`config.mk`:
```
export PLATFORM = sky130hd
export DESIGN_NAME = avr_serial_tx
export DESIGN_NICKNAME = d
export VERILOG_FILES = /design/src/rtl/avr_serial_tx.sv
export SDC_FILE = /design/constraint.sdc
export NUM_CORES = 1
export LEC_CHECK = 0
export ABC_AREA = 1
export BUFFER_PORTS_ARGS = -buffer_cell sky130_fd_sc_hd__buf_2
export CORE_ASPECT_RATIO = 0.6
export CORE_MARGIN = 2
export CORE_UTILIZATION = 35
export CTS_CLUSTER_DIAMETER = 150
export DETAILED_ROUTE_END_ITERATION = 12
export PLACE_DENSITY = 0.6
export SLEW_MARGIN = 20
export SYNTH_ARGS = -nofsm -noshare
export SYNTH_HDL_FRONTEND = slang
export SYNTH_SLANG_ARGS = --single-unit
```
`constraint.sdc`:
```
create_clock -name clk -period 2.03 [get_ports clk]
set_input_delay 0.406 -clock clk [delete_from_list [all_inputs] [get_ports clk]]
set_output_delay 0.406 -clock clk [all_outputs]
set_load 0.05 [all_outputs]
```
`src/rtl/avr_serial_tx.sv`:
```
`default_nettype none
`timescale 1ns/1ps
// ============================================================================
//  Module      : avr_serial_tx
//  Description : FPGA-to-AVR 8N1 serial transmitter with a small byte FIFO.
//                Bytes enter through a valid/ready handshake and are
//                serialized LSB first on tx. A new frame starts only while
//                the synchronized AVR busy line (block) is low.
//  Ports       : clk      - system clock (sole clock)
//                rst_n    - synchronous active-low reset
//                data     - byte to send
//                new_data - data valid
//                ready    - FIFO can accept a byte
//                block    - AVR receive buffer full, asynchronous to clk
//                tx       - registered serial output to the AVR
//                busy     - frame in progress or FIFO non-empty
//                count    - FIFO occupancy
//  Revision    : 1.0 - initial release
// ============================================================================
module avr_serial_tx #(
  parameter int CLK_RATE   = 50000000,
  parameter int BAUD       = 500000,
  parameter int FIFO_DEPTH = 4
) (
  input  logic                          clk,
  input  logic                          rst_n,
  input  logic [7:0]                    data,
  input  logic                          new_data,
  output logic                          ready,
  input  logic                          block,
  output logic                          tx,
  output logic                          busy,
  output logic [$clog2(FIFO_DEPTH):0]   count
);

  localparam int CLKS_PER_BIT = CLK_RATE / BAUD;
  localparam int CW           = $clog2(CLKS_PER_BIT);
  localparam int AW           = $clog2(FIFO_DEPTH);

  localparam logic [CW-1:0] c_BAUD_LAST = CW'(CLKS_PER_BIT - 1);
  localparam logic [AW:0]   c_FULL      = (AW+1)'(FIFO_DEPTH);

  typedef enum logic [1:0] {
    S_IDLE  = 2'd0,
    S_START = 2'd1,
    S_DATA  = 2'd2,
    S_STOP  = 2'd3
  } state_t;

  state_t          r_state;
  logic [CW-1:0]   r_baud;
  logic [2:0]      r_bit;
  logic [7:0]      r_shift;
  logic            r_tx;
  logic            r_block_meta;
  logic            r_block_s;

  logic [7:0]      r_mem [FIFO_DEPTH];
  logic [AW-1:0]   r_wptr;
  logic [AW-1:0]   r_rptr;
  logic [AW:0]     r_count;

  logic            w_push;
  logic            w_pop;
  logic            w_start_ok;
  logic            w_baud_last;
  logic [7:0]      w_head;

  // Acceptance looks only at the pre-edge occupancy, so a full FIFO refuses
  // a byte even when the FSM pops in the same cycle.
  assign w_push      = new_data && (r_count != c_FULL);
  assign w_start_ok  = (r_count != '0) && !r_block_s;
  assign w_baud_last = (r_baud == c_BAUD_LAST);
  // The start check is applied both from IDLE and on the last stop cycle,
  // which is what makes back-to-back frames contiguous.
  assign w_pop       = w_start_ok &&
                       ((r_state == S_IDLE) ||
                        ((r_state == S_STOP) && w_baud_last));
  assign w_head      = r_mem[r_rptr];

  assign ready = (r_count != c_FULL);
  assign busy  = (r_state != S_IDLE) || (r_count != '0);
  assign count = r_count;
  assign tx    = r_tx;

  // Two-flop synchronizer for the asynchronous AVR flow-control line.
  always_ff @(posedge clk) begin
    if (!rst_n) begin
      r_block_meta <= 1'b0;
      r_block_s    <= 1'b0;
    end else begin
      r_block_meta <= block;
      r_block_s    <= r_block_meta;
    end
  end

  // FIFO storage carries no reset; validity is tracked by the pointers.
  always_ff @(posedge clk) begin
    if (rst_n && w_push) begin
      r_mem[r_wptr] <= data;
    end
  end

  always_ff @(posedge clk) begin
    if (!rst_n) begin
      r_wptr  <= '0;
      r_rptr  <= '0;
      r_count <= '0;
    end else begin
      if (w_push) begin
        r_wptr <= r_wptr + 1'b1;
      end
      if (w_pop) begin
        r_rptr <= r_rptr + 1'b1;
      end
      case ({w_push, w_pop})
        2'b10:   r_count <= r_count + 1'b1;
        2'b01:   r_count <= r_count - 1'b1;
        default: r_count <= r_count;
      endcase
    end
  end

  // Transmit FSM. tx is registered and is loaded with the level for the
  // next bit period at the same edge that enters that period.
  always_ff @(posedge clk) begin
    if (!rst_n) begin
      r_state <= S_IDLE;
      r_baud  <= '0;
      r_bit   <= 3'd0;
      r_shift <= 8'd0;
      r_tx    <= 1'b1;
    end else begin
      case (r_state)
        S_IDLE: begin
          r_baud <= '0;
          r_tx   <= 1'b1;
          if (w_start_ok) begin
            r_shift <= w_head;
            r_tx    <= 1'b0;
            r_state <= S_START;
          end
        end

        S_START: begin
          if (w_baud_last) begin
            r_baud  <= '0;
            r_bit   <= 3'd0;
            r_tx    <= r_shift[0];
            r_state <= S_DATA;
          end else begin
            r_baud <= r_baud + 1'b1;
          end
        end

        S_DATA: begin
          if (w_baud_last) begin
            r_baud <= '0;
            if (r_bit == 3'd7) begin
              r_tx    <= 1'b1;
              r_state <= S_STOP;
            end else begin
              r_bit   <= r_bit + 1'b1;
              r_shift <= {1'b0, r_shift[7:1]};
              r_tx    <= r_shift[1];
            end
          end else begin
            r_baud <= r_baud + 1'b1;
          end
        end

        S_STOP: begin
          if (w_baud_last) begin
            r_baud <= '0;
            if (w_start_ok) begin
              r_shift <= w_head;
              r_tx    <= 1'b0;
              r_state <= S_START;
            end else begin
              r_tx    <= 1'b1;
              r_state <= S_IDLE;
            end
          end else begin
            r_baud <= r_baud + 1'b1;
          end
        end

        default: begin
          r_state <= S_IDLE;
          r_baud  <= '0;
          r_tx    <= 1'b1;
        end
      endcase
    end
  end

endmodule
`default_nettype wire

```
* Word level (Yosys, flattened, before mapping)
Memories as Yosys holds them, arrays and structs flattened. A register that Yosys moved wholly into a read port is not among the register bits.
Cells that the tools add are included.
** Storage, ports and cells
- Register bits after elaboration :: 30
- Memory bits (writable) :: 32
- Input bits :: 12
- Output and inout port bits :: 6
- Memories kept :: 1
** Cells by class
- Add/subtract/negate cells :: 6
- Equal/unequal tests :: 14
- Multiplexer cells :: 29
- Reductions and logical operators :: 19
** Memories
- r_mem :: words 4, bits a word 8, read ports 1, clocked after memory_dff 1, write ports 1, line 58 : logic [7:0] r_mem [FIFO_DEPTH];
** Operators by type and width (count)
- 8-bit 2-to-1 mux :: 4
- 8-bit case mux with 3 select lines :: 1
- 2-bit 2-to-1 mux :: 7
- 7-bit case mux with 2 select lines :: 1
- 2-bit != test, second input constant :: 6
- 3-bit case mux with 2 select lines :: 2
- 3-bit 2-to-1 mux :: 3
- 1-bit 2-to-1 mux :: 8
- 2-bit case mux with 4 select lines :: 1
- 4-bit AND reduction :: 2
- 7-bit by 1-bit adder with 7-bit output, second input constant :: 1
- 7-bit equality test, second input constant :: 1
- 7-bit 2-to-1 mux :: 1
- 3-bit by 1-bit adder with 3-bit output, second input constant :: 2
- 2-bit equality test, second input constant :: 3
- 2-bit nonzero test :: 3
- 3-bit nonzero test :: 2
- 1-bit logical AND :: 5
- 5-bit AND reduction :: 1
- 2-bit by 1-bit adder with 2-bit output, second input constant :: 2
- 2-bit by 1-bit equality test with 1-bit output, second input constant :: 2
- 1-bit case mux with 4 select lines :: 1
- 3-bit equality test, second input constant :: 1
- 3-bit != test, second input constant :: 1
- other kinds (6) :: 7

* Logic depth before layout (Yosys ltp)
Gate-level depths: netlist of run 1.
- Word-level depth :: 6
- Gate-level depth with buffers :: 14

* Worst setup path after synthesis of run 1
Ideal clock, no wire load.
- Kind :: register to register
- Start :: register r_count[2] (netlist: count[2])
- End :: register r_count[2] (netlist: count[2])
- Library setup time :: 122 ps
- Arrival time :: 2323 ps
- Required time :: 1908 ps
- Path slack :: -415 ps
- Stages on the path, launching flop included :: 10
- Path buffers :: 0
- Period minus slack after synthesis :: 2445 ps
- Cell sequence :: dfxtp_1 nand2_1 nand2_1 ha_1 inv_1 fa_1 a21oi_1 o21ai_0 o21ai_0 a21oi_1
** On the way
- Elaborated cells on any way between the ends :: 11
- Classes of those cells :: 2 x add/sub; 3 x eq/ne; 1 x mux; 5 x reduce/logical
** RTL lines
- from (decl) :: line 61 : logic [AW:0] r_count;
- from (signal assigned) :: line 117 : 2'b10: r_count <= r_count + 1'b1;
- from (signal assigned) :: line 118 : 2'b01: r_count <= r_count - 1'b1;
- from (signal assigned) :: line 119 : default: r_count <= r_count;
- 3-bit != test (*)
- net ready :: line 29 : output logic ready,
- 1-bit logical AND (*) :: line 71 : assign w_push = new_data && (r_count != c_FULL);
- 2-bit by 1-bit equality test with 1-bit output or 2-bit equality test (tied branches) :: line 116 : case ({w_push, w_pop})
- 3-bit case mux with 2 select lines or 2-bit nonzero test (tied branches)
Mark *: on every way through the listed nets, which the timed path passes. The rest lies on a longest branch.
A chain may end at the register's enable or synchronous reset.

* Final worst setup path of run 1
- Start :: register r_baud[0]
- End :: register r_count[2] (netlist: count[2])
** On the way
- Word-level cells in the longest chain between the ends :: 6
- Elaborated cells on any way between the ends :: 8
- Classes of those cells :: 3 x eq/ne; 1 x mux; 4 x reduce/logical
** Ends and longest elaborated chain
- from (decl) :: line 51 : logic [CW-1:0] r_baud;
- from (signal assigned) :: line 152 : r_baud <= r_baud + 1'b1;
- from (signal assigned) :: line 168 : r_baud <= r_baud + 1'b1;
- from (signal assigned) :: line 184 : r_baud <= r_baud + 1'b1;
- 7-bit equality test (*) :: line 73 : assign w_baud_last = (r_baud == c_BAUD_LAST);
- 1-bit logical AND (*) :: line 78 : ((r_state == S_STOP) && w_baud_last));
- 1-bit logical OR (*) :: line 77 : ((r_state == S_IDLE) ||
- 1-bit logical AND (*) :: line 76 : assign w_pop = w_start_ok &&
- net w_pop :: line 64 : logic w_pop;
- 2-bit by 1-bit equality test with 1-bit output or 2-bit equality test (tied branches) :: line 116
- 3-bit case mux with 2 select lines or 2-bit nonzero test (tied branches)
Marks and branches as above.

==> out/metrics.yaml, run 1 <==
routing:
  num_vias: 2184
  drt_first_pass_iters: 4
  drc: 0
  wl_per_cell_um: 12.6
  drt_iter0_drc: 70
  postRouteAntennaNets: 0
  vias_per_cell: 4.56
  wirelength_um: 6020
finish:
  layout_commonest_cell: "nor2_1"
  final_layout_size_suffix_gt1_share_pct: 23.5
  mostFrequentLayoutCells: "58 x nor2_1, 56 x nand2_1, 32 x edfxtp_1"
  nFillCells: 767
  n_antenna_cell: 0
  final_area_mm2: 0.00361
  post-route-util_pct: 45.3
  nNetsFinal: 392
  layout-area-overhead-vs-synth_pct: 23.9
placement:
  dp_hpwl_um: 4170
  dpl_cell_area_mm2: 0.00324
  gp_congestion: 0.800
  port_buffers: 17
yosys:
  syn_avg_cell_area_um2: 8.99
  syn-cell-area_mm2: 0.00291
  synth-edff-count: 32
  yosysWarnings: 0
  synthFlopType: "edfxtp_1"
  ys_ff_latch: 64
  netlist-cell-type-count: 31
  synthArstFlopShare_pct: 0
  syn_inst: 324
  yosysSeqAreaShare_pct: 55.0
  syn_nets: 350
power:
  powerDensity_mw_per_mm2: 1480
  ir_drop_mv: 0.518
  p_leak_uw: 0.00149
sta:
  final.setup.tns_ns: 0
  max_freq_ghz: 0.500
  rsz0062_at_grt: "yes"
  tightest_slew_ns: 0.369
  relSlewSlack_pct: 75.4
  maxSlewViolCount: 0
  finalCriticalPeriod_ns: 2.00
  period_share_pct: 98.5
  skew_ns: 0.00427
  setup_viol: 0
  whs_ns: 0.276
  hold_viol: 0
floorplanning:
  die-area_mm2: 0.00910
  ioPinCount: 18
  die_w_um: 122
  num_rows: 25
  start_util_pct: 36.5
  fp.dieH_um: 74.7
  coreArea_mm2: 0.00798
setup_path:
  critical-path-top-delay-family: "adder cells"
  crit_chain: "ha_4, inv_2, nor2_2, nand4_1, nand2_2, nand2_2, inv_2, ha_4, inv_2, fa_2, a21oi_2, o21ai_2, o21ai_1, a21oi_1"
  cp_max_fo: 3
  crit_type: "flop to flop"
  cp-end-kind: "flop"
  reg2reg_slack_ns: 0.03
  r2r-start: "r_baud[0]"
  cpMostUsedCell: "inv_2"
  cp_slowest_cell: "dfxtp_4"
  ff2ff_path_depth: 14
  r2r-end: "count[2]"
  start_kind: "flop"
  cp_data_arrival_time_ns: 2.21
  worstPathRequired_ns: 2.24
  max_stage_delay_ns: 0.36
  worst-path-buf-inv: 3
min_path:
  hp-start: "block"
  hold_end: "r_block_meta"
  hold_class: "input port to flop"
  min_path_cells: 3
status:
  outcome: "complete, no violations"
global_routing:
  overflow: 0
  grt_pass1_wl_um: 9740
  first_global_vias: 2046
  grt_max_degree: 17
  grt_use_total_pct: 14.3
  antenna_found_initial: 0
clock_tree:
  clock_path_buffers: 2
  clock-sinks: 64
  clk_pin_slew_worst_paths_ns: 0.05
  cts-buffers-inserted: 9
  clockRootBuffer: "clkbuf_16"
  clock_latency_ns: 0.32
  cts_max_level: 3
  cts_tree: "done"
run:
  maxCapViolCount: 0
worst max-delay path by stage:
stage | start | endpoint | slack, ns | depth (start not counted)
3_5_place_dp | r_baud[1] | count[2] | -0.02 | 14
5_1_grt | r_baud[0] | count[2] | -0.14 | 14
4_1_cts | r_baud[1] | count[2] | 0.002 | 14
3_3_place_gp | r_baud[1] | count[2] | 0.04 | 14
2_1_floorplan | count[1] | count[2] | 0.002 | 10
6_report | r_baud[0] | count[2] | 0.03 | 14
cells in the mapped netlist (2+ instances only):
| master | count | area, um^2 |
|---|---|---|
| xor2_1 | 2 | 17.5 |
| nor2_2 | 2 | 12.5 |
| nand3_1 | 12 | 60.1 |
| o21ai_1 | 4 | 20.0 |
| nand2_2 | 3 | 18.8 |
| o211ai_1 | 2 | 15.0 |
| buf_4 | 3 | 22.5 |
| o21ai_2 | 2 | 17.5 |
| inv_2 | 3 | 11.3 |
| buf_6 | 2 | 22.5 |
| buf_2 | 3 | 15.0 |
| nand4_1 | 3 | 18.8 |
| edfxtp_1 | 32 | 961 |
| dfxtp_1 | 32 | 641 |
| nor3b_1 | 2 | 15.0 |
| inv_1 | 35 | 131 |
| ha_1 | 13 | 163 |
| nand2_1 | 60 | 225 |
| a21oi_1 | 18 | 90.1 |
| o21ai_0 | 23 | 115 |
| nor2_1 | 58 | 218 |
flip-flops by register name, indices dropped and copies added, names as in the netlist, named ones only:
register      cells
count             3
r_baud            7
r_bit             3
r_block_meta      1
r_block_s         1
r_mem            32
r_rptr            2
r_shift           8
r_state           2
r_wptr            2
tx                1
cells by family after synthesis:
kind of cell | after synthesis | synth area share (%)
AO/OA/AOI/OAI | 51 | 9.66
AND/OR/NAND/NOR | 147 | 21.6
adder cells (fa/ha/maj) | 14 | 6.27
buffers and inverters | 46 | 6.96
XOR/XNOR | 2 | 0.601
flip-flops | 64 | 55.0
per-layer routing:
metal	global-route usage (%)	part of all wire (%)
met1	19.5	54
met3	4.55	2.6
met2	21.4	42
met4	5.36	1.5
met5	0	0
where the power goes:
| group | total (uW) | internal (uW) | switching (uW) |
|---|---|---|---|
| registers | 1690 | 1570 | 120 |
| clock network | 1500 | 953 | 551 |
| logic | 2160 | 764 | 1390 |
worst reg2reg max path, delay by kind of cell (launching register included):
family,cells,cell delay [ns]
AOI/OAI and AO/OA,4,0.39
and+or+nand+nor,4,0.39
DFF,1,0.36
buffers and inverters,3,0.15
adders and majority gates,3,0.60
timing repair:
item,in CTS,in global routing
hold buffers,0,0
buffers inserted,5,1
pin swaps,1,9
hold endpoints to repair,0,0
gates cloned,0,0
gates resized for setup,3,7
setup endpoints to repair,1,6
layout make-up:
cell class,count,area [um^2],share of cell area [%]
timing repair buffer,39,250,6.93
sequential,64,1620,44.7
multi-input combinational,214,1170,32.4
tap,108,135,3.74
clock buffer,10,229,6.34
inverter,38,143,3.95
clock inverter,6,70.1,1.94
through the flow:
| stage | std cells | total power, uW | setup slack, ns |
|---|---|---|---|
| 6_report | 479 | 5350 | 0.0313 |
| 5_1_grt | 479 | 5730 | -0.137 |
| 4_1_cts | 479 | 5320 | 0.00194 |
| 3_5_place_dp | 458 | 3750 | -0.0242 |
| 3_3_place_gp | 458 | 3710 | 0.0412 |
| 2_1_floorplan | 324 | 3250 | 0.00224 |
Note: power is estimated with default switching activity, not from simulation.
==> inputs of run 2 (changes only) <==
--- a/config.mk
+++ b/config.mk
@@ -12,7 +12,7 @@
 export CORE_UTILIZATION = 35
 export CTS_CLUSTER_DIAMETER = 150
 export DETAILED_ROUTE_END_ITERATION = 12
-export PLACE_DENSITY = 0.6
+export PLACE_DENSITY_LB_ADDON = 0.05
 export SLEW_MARGIN = 20
 export SYNTH_ARGS = -nofsm -noshare
 export SYNTH_HDL_FRONTEND = slang
==> run 2 against run 1 <==
Against the previous run: the run now ends with negative setup slack left; via count about the same; cell count rose by 2.3%; die area is the same; final area rose by 2.6%; count of clock-buffer cells in the layout shrank 1; critical path type unchanged; critical endpoint unchanged; largest power group unchanged.
==> out/metrics.yaml, run 2 (synthesized netlist as in run 1, its figures left out) <==
status:
  outcome: "complete, but fails checks"
  violations: "negative setup slack"
routing:
  postRouteAntennaNets: 0
  drt_first_pass_iters: 4
  drt_iter0_drc: 85
  wl_per_cell_um: 13.0
  wirelength_um: 6380
  num_vias: 2183
  drc: 0
  vias_per_cell: 4.46
clock_tree:
  clockRootBuffer: "clkbuf_16"
  clk_pin_slew_worst_paths_ns: 0.05
  clock_latency_ns: 0.33
  cts_max_level: 3
  cts-buffers-inserted: 9
  cts_tree: "done"
  clock-sinks: 64
  clock_path_buffers: 2
setup_path:
  worstPathRequired_ns: 2.25
  crit_chain: "ha_4, inv_2, nor2_4, nand4_1, nand2_2, nand2_2, inv_2, ha_4, inv_2, fa_2, a21oi_2, o21ai_1, o21ai_1, a21oi_1"
  r2r-start: "r_baud[1]"
  crit_type: "flop to flop"
  r2r-end: "count[2]"
  cp_data_arrival_time_ns: 2.26
  ff2ff_path_depth: 14
  cp-end-kind: "flop"
  cpMostUsedCell: "inv_2"
  start_kind: "flop"
  cp_slowest_cell: "fa_2"
  reg2reg_slack_ns: -0.01
  max_stage_delay_ns: 0.36
  cp_max_fo: 2
power:
  pwr-share-comb_pct: 41.2
  p_sw_share_pct: 37.2
  powerDensity_mw_per_mm2: 1530
  power_switching_uw: 2110
  ir_drop_mv: 0.887
  p_leak_uw: 0.00157
  p_seq_share_pct: 29.7
  power_frac_clock_pct: 29.0
  internal_power_uw: 3560
floorplanning:
  ioPinCount: 18
  coreArea_mm2: 0.00798
  fp.dieH_um: 74.7
  num_rows: 25
  die-area_mm2: 0.00910
  start_util_pct: 36.5
  die_w_um: 122
finish:
  final_area_mm2: 0.00370
  mostFrequentLayoutCells: "58 x nor2_1, 57 x nand2_1, 33 x buf_4"
  top_regs: "r_mem x32, r_shift x8, r_baud x7"
  largest-register: "r_mem"
  layout-area-overhead-vs-synth_pct: 27.1
  largest_register_ffs: 32
  layout_commonest_cell: "nor2_1"
  n_antenna_cell: 0
  nNetsFinal: 403
  final_layout_size_suffix_gt1_share_pct: 25.1
sta:
  setup_ws_ns: -0.0149
  rsz0062_at_grt: "yes"
  finalCriticalPeriod_ns: 2.04
  relSlewSlack_pct: 73.5
  skew_ns: 0.00344
  hold_viol: 0
  period_share_pct: 101
  tightest_slew_ns: 0.398
  whs_ns: 0.267
  maxSlewViolCount: 0
  setup_viol: 3
  max_freq_ghz: 0.489
global_routing:
  grt_use_total_pct: 16.1
  grt_pass1_wl_um: 10800
  first_global_vias: 2069
  overflow: 0
  grt_max_degree: 17
  antenna_found_initial: 0
placement:
  dpl_cell_area_mm2: 0.00328
  port_buffers: 17
  gp_congestion: 0.789
  dp_hpwl_um: 4360
min_path:
  hold_end: "r_block_meta"
  hp-start: "block"
  hold_class: "input port to flop"
  min_path_cells: 3
run:
  maxCapViolCount: 0
[run 2: critical path, delay by kind of cell, from the launching register on]
kind                     cells  cell delay, ns
buffers and inverters        3            0.15
AND/OR/NAND/NOR              4            0.41
adder cells (fa/ha/maj)      3            0.62
AO/OA/AOI/OAI                4            0.40
flip-flops                   1            0.35
[run 2: final cells by class]
class / instances / area (um^2)
Fill cell: 805 / 4270
Sequential cell: 64 / 1610
Multi-Input combinational cell: 214 / 1160
Timing Repair Buffer: 50 / 333
Clock buffer: 9 / 225
Inverter: 38 / 143
Tap cell: 108 / 135
Clock inverter: 7 / 93.8
[run 2: per-stage QoR]
step           total power (uW)  TNS [ns]  setup slack, ns  instances  utilization (%)
4_1_cts                    5670         0           0.0219        488             46.1
6_report                   5670   -0.0288          -0.0149        490             46.4
3_5_place_dp               3800   -0.0378          -0.0378        463             41.1
2_1_floorplan              3250         0          0.00224        324                -
3_3_place_gp               3790         0           0.0230        463             41.1
5_1_grt                    6100    -0.290           -0.147        490             46.4
[run 2: power groups by stage]
stage	Combinational [uW]	Sequential [uW]	Clock (uW)
3_5_place_dp	2090	1710	0
6_report	2340	1690	1640
3_3_place_gp	2080	1710	0
2_1_floorplan	1450	1800	0
5_1_grt	2660	1710	1740
4_1_cts	2300	1680	1680
[run 2: timing repair]
item	4_1_cts	5_1_grt
hold buffers	0	0
buffers inserted	9	2
endpoints found under the setup margin	1	3
pin swaps	6	5
resized for setup	3	5
cloned	0	0
[run 2: layer usage]
metal	track usage, %	up-vias	part of all wire [%]	wire length, um
li1	-	1160	-	-
met1	23.9	985	57	3670
met2	21.5	28	38	2450
met3	5.23	10	3.1	197
met4	6.13	0	1.0	65
met5	0	-	0	0
[run 2: worst max path at each step]
stage / from / to / slack [ns]
after floorplan: count[1] / count[2] / 0.002
after global placement: r_baud[1] / count[2] / 0.02
after detailed placement: r_baud[1] / count[2] / -0.04
after CTS: r_baud[0] / count[2] / 0.02
after global routing: r_baud[1] / count[2] / -0.15
final: r_baud[1] / count[2] / -0.01
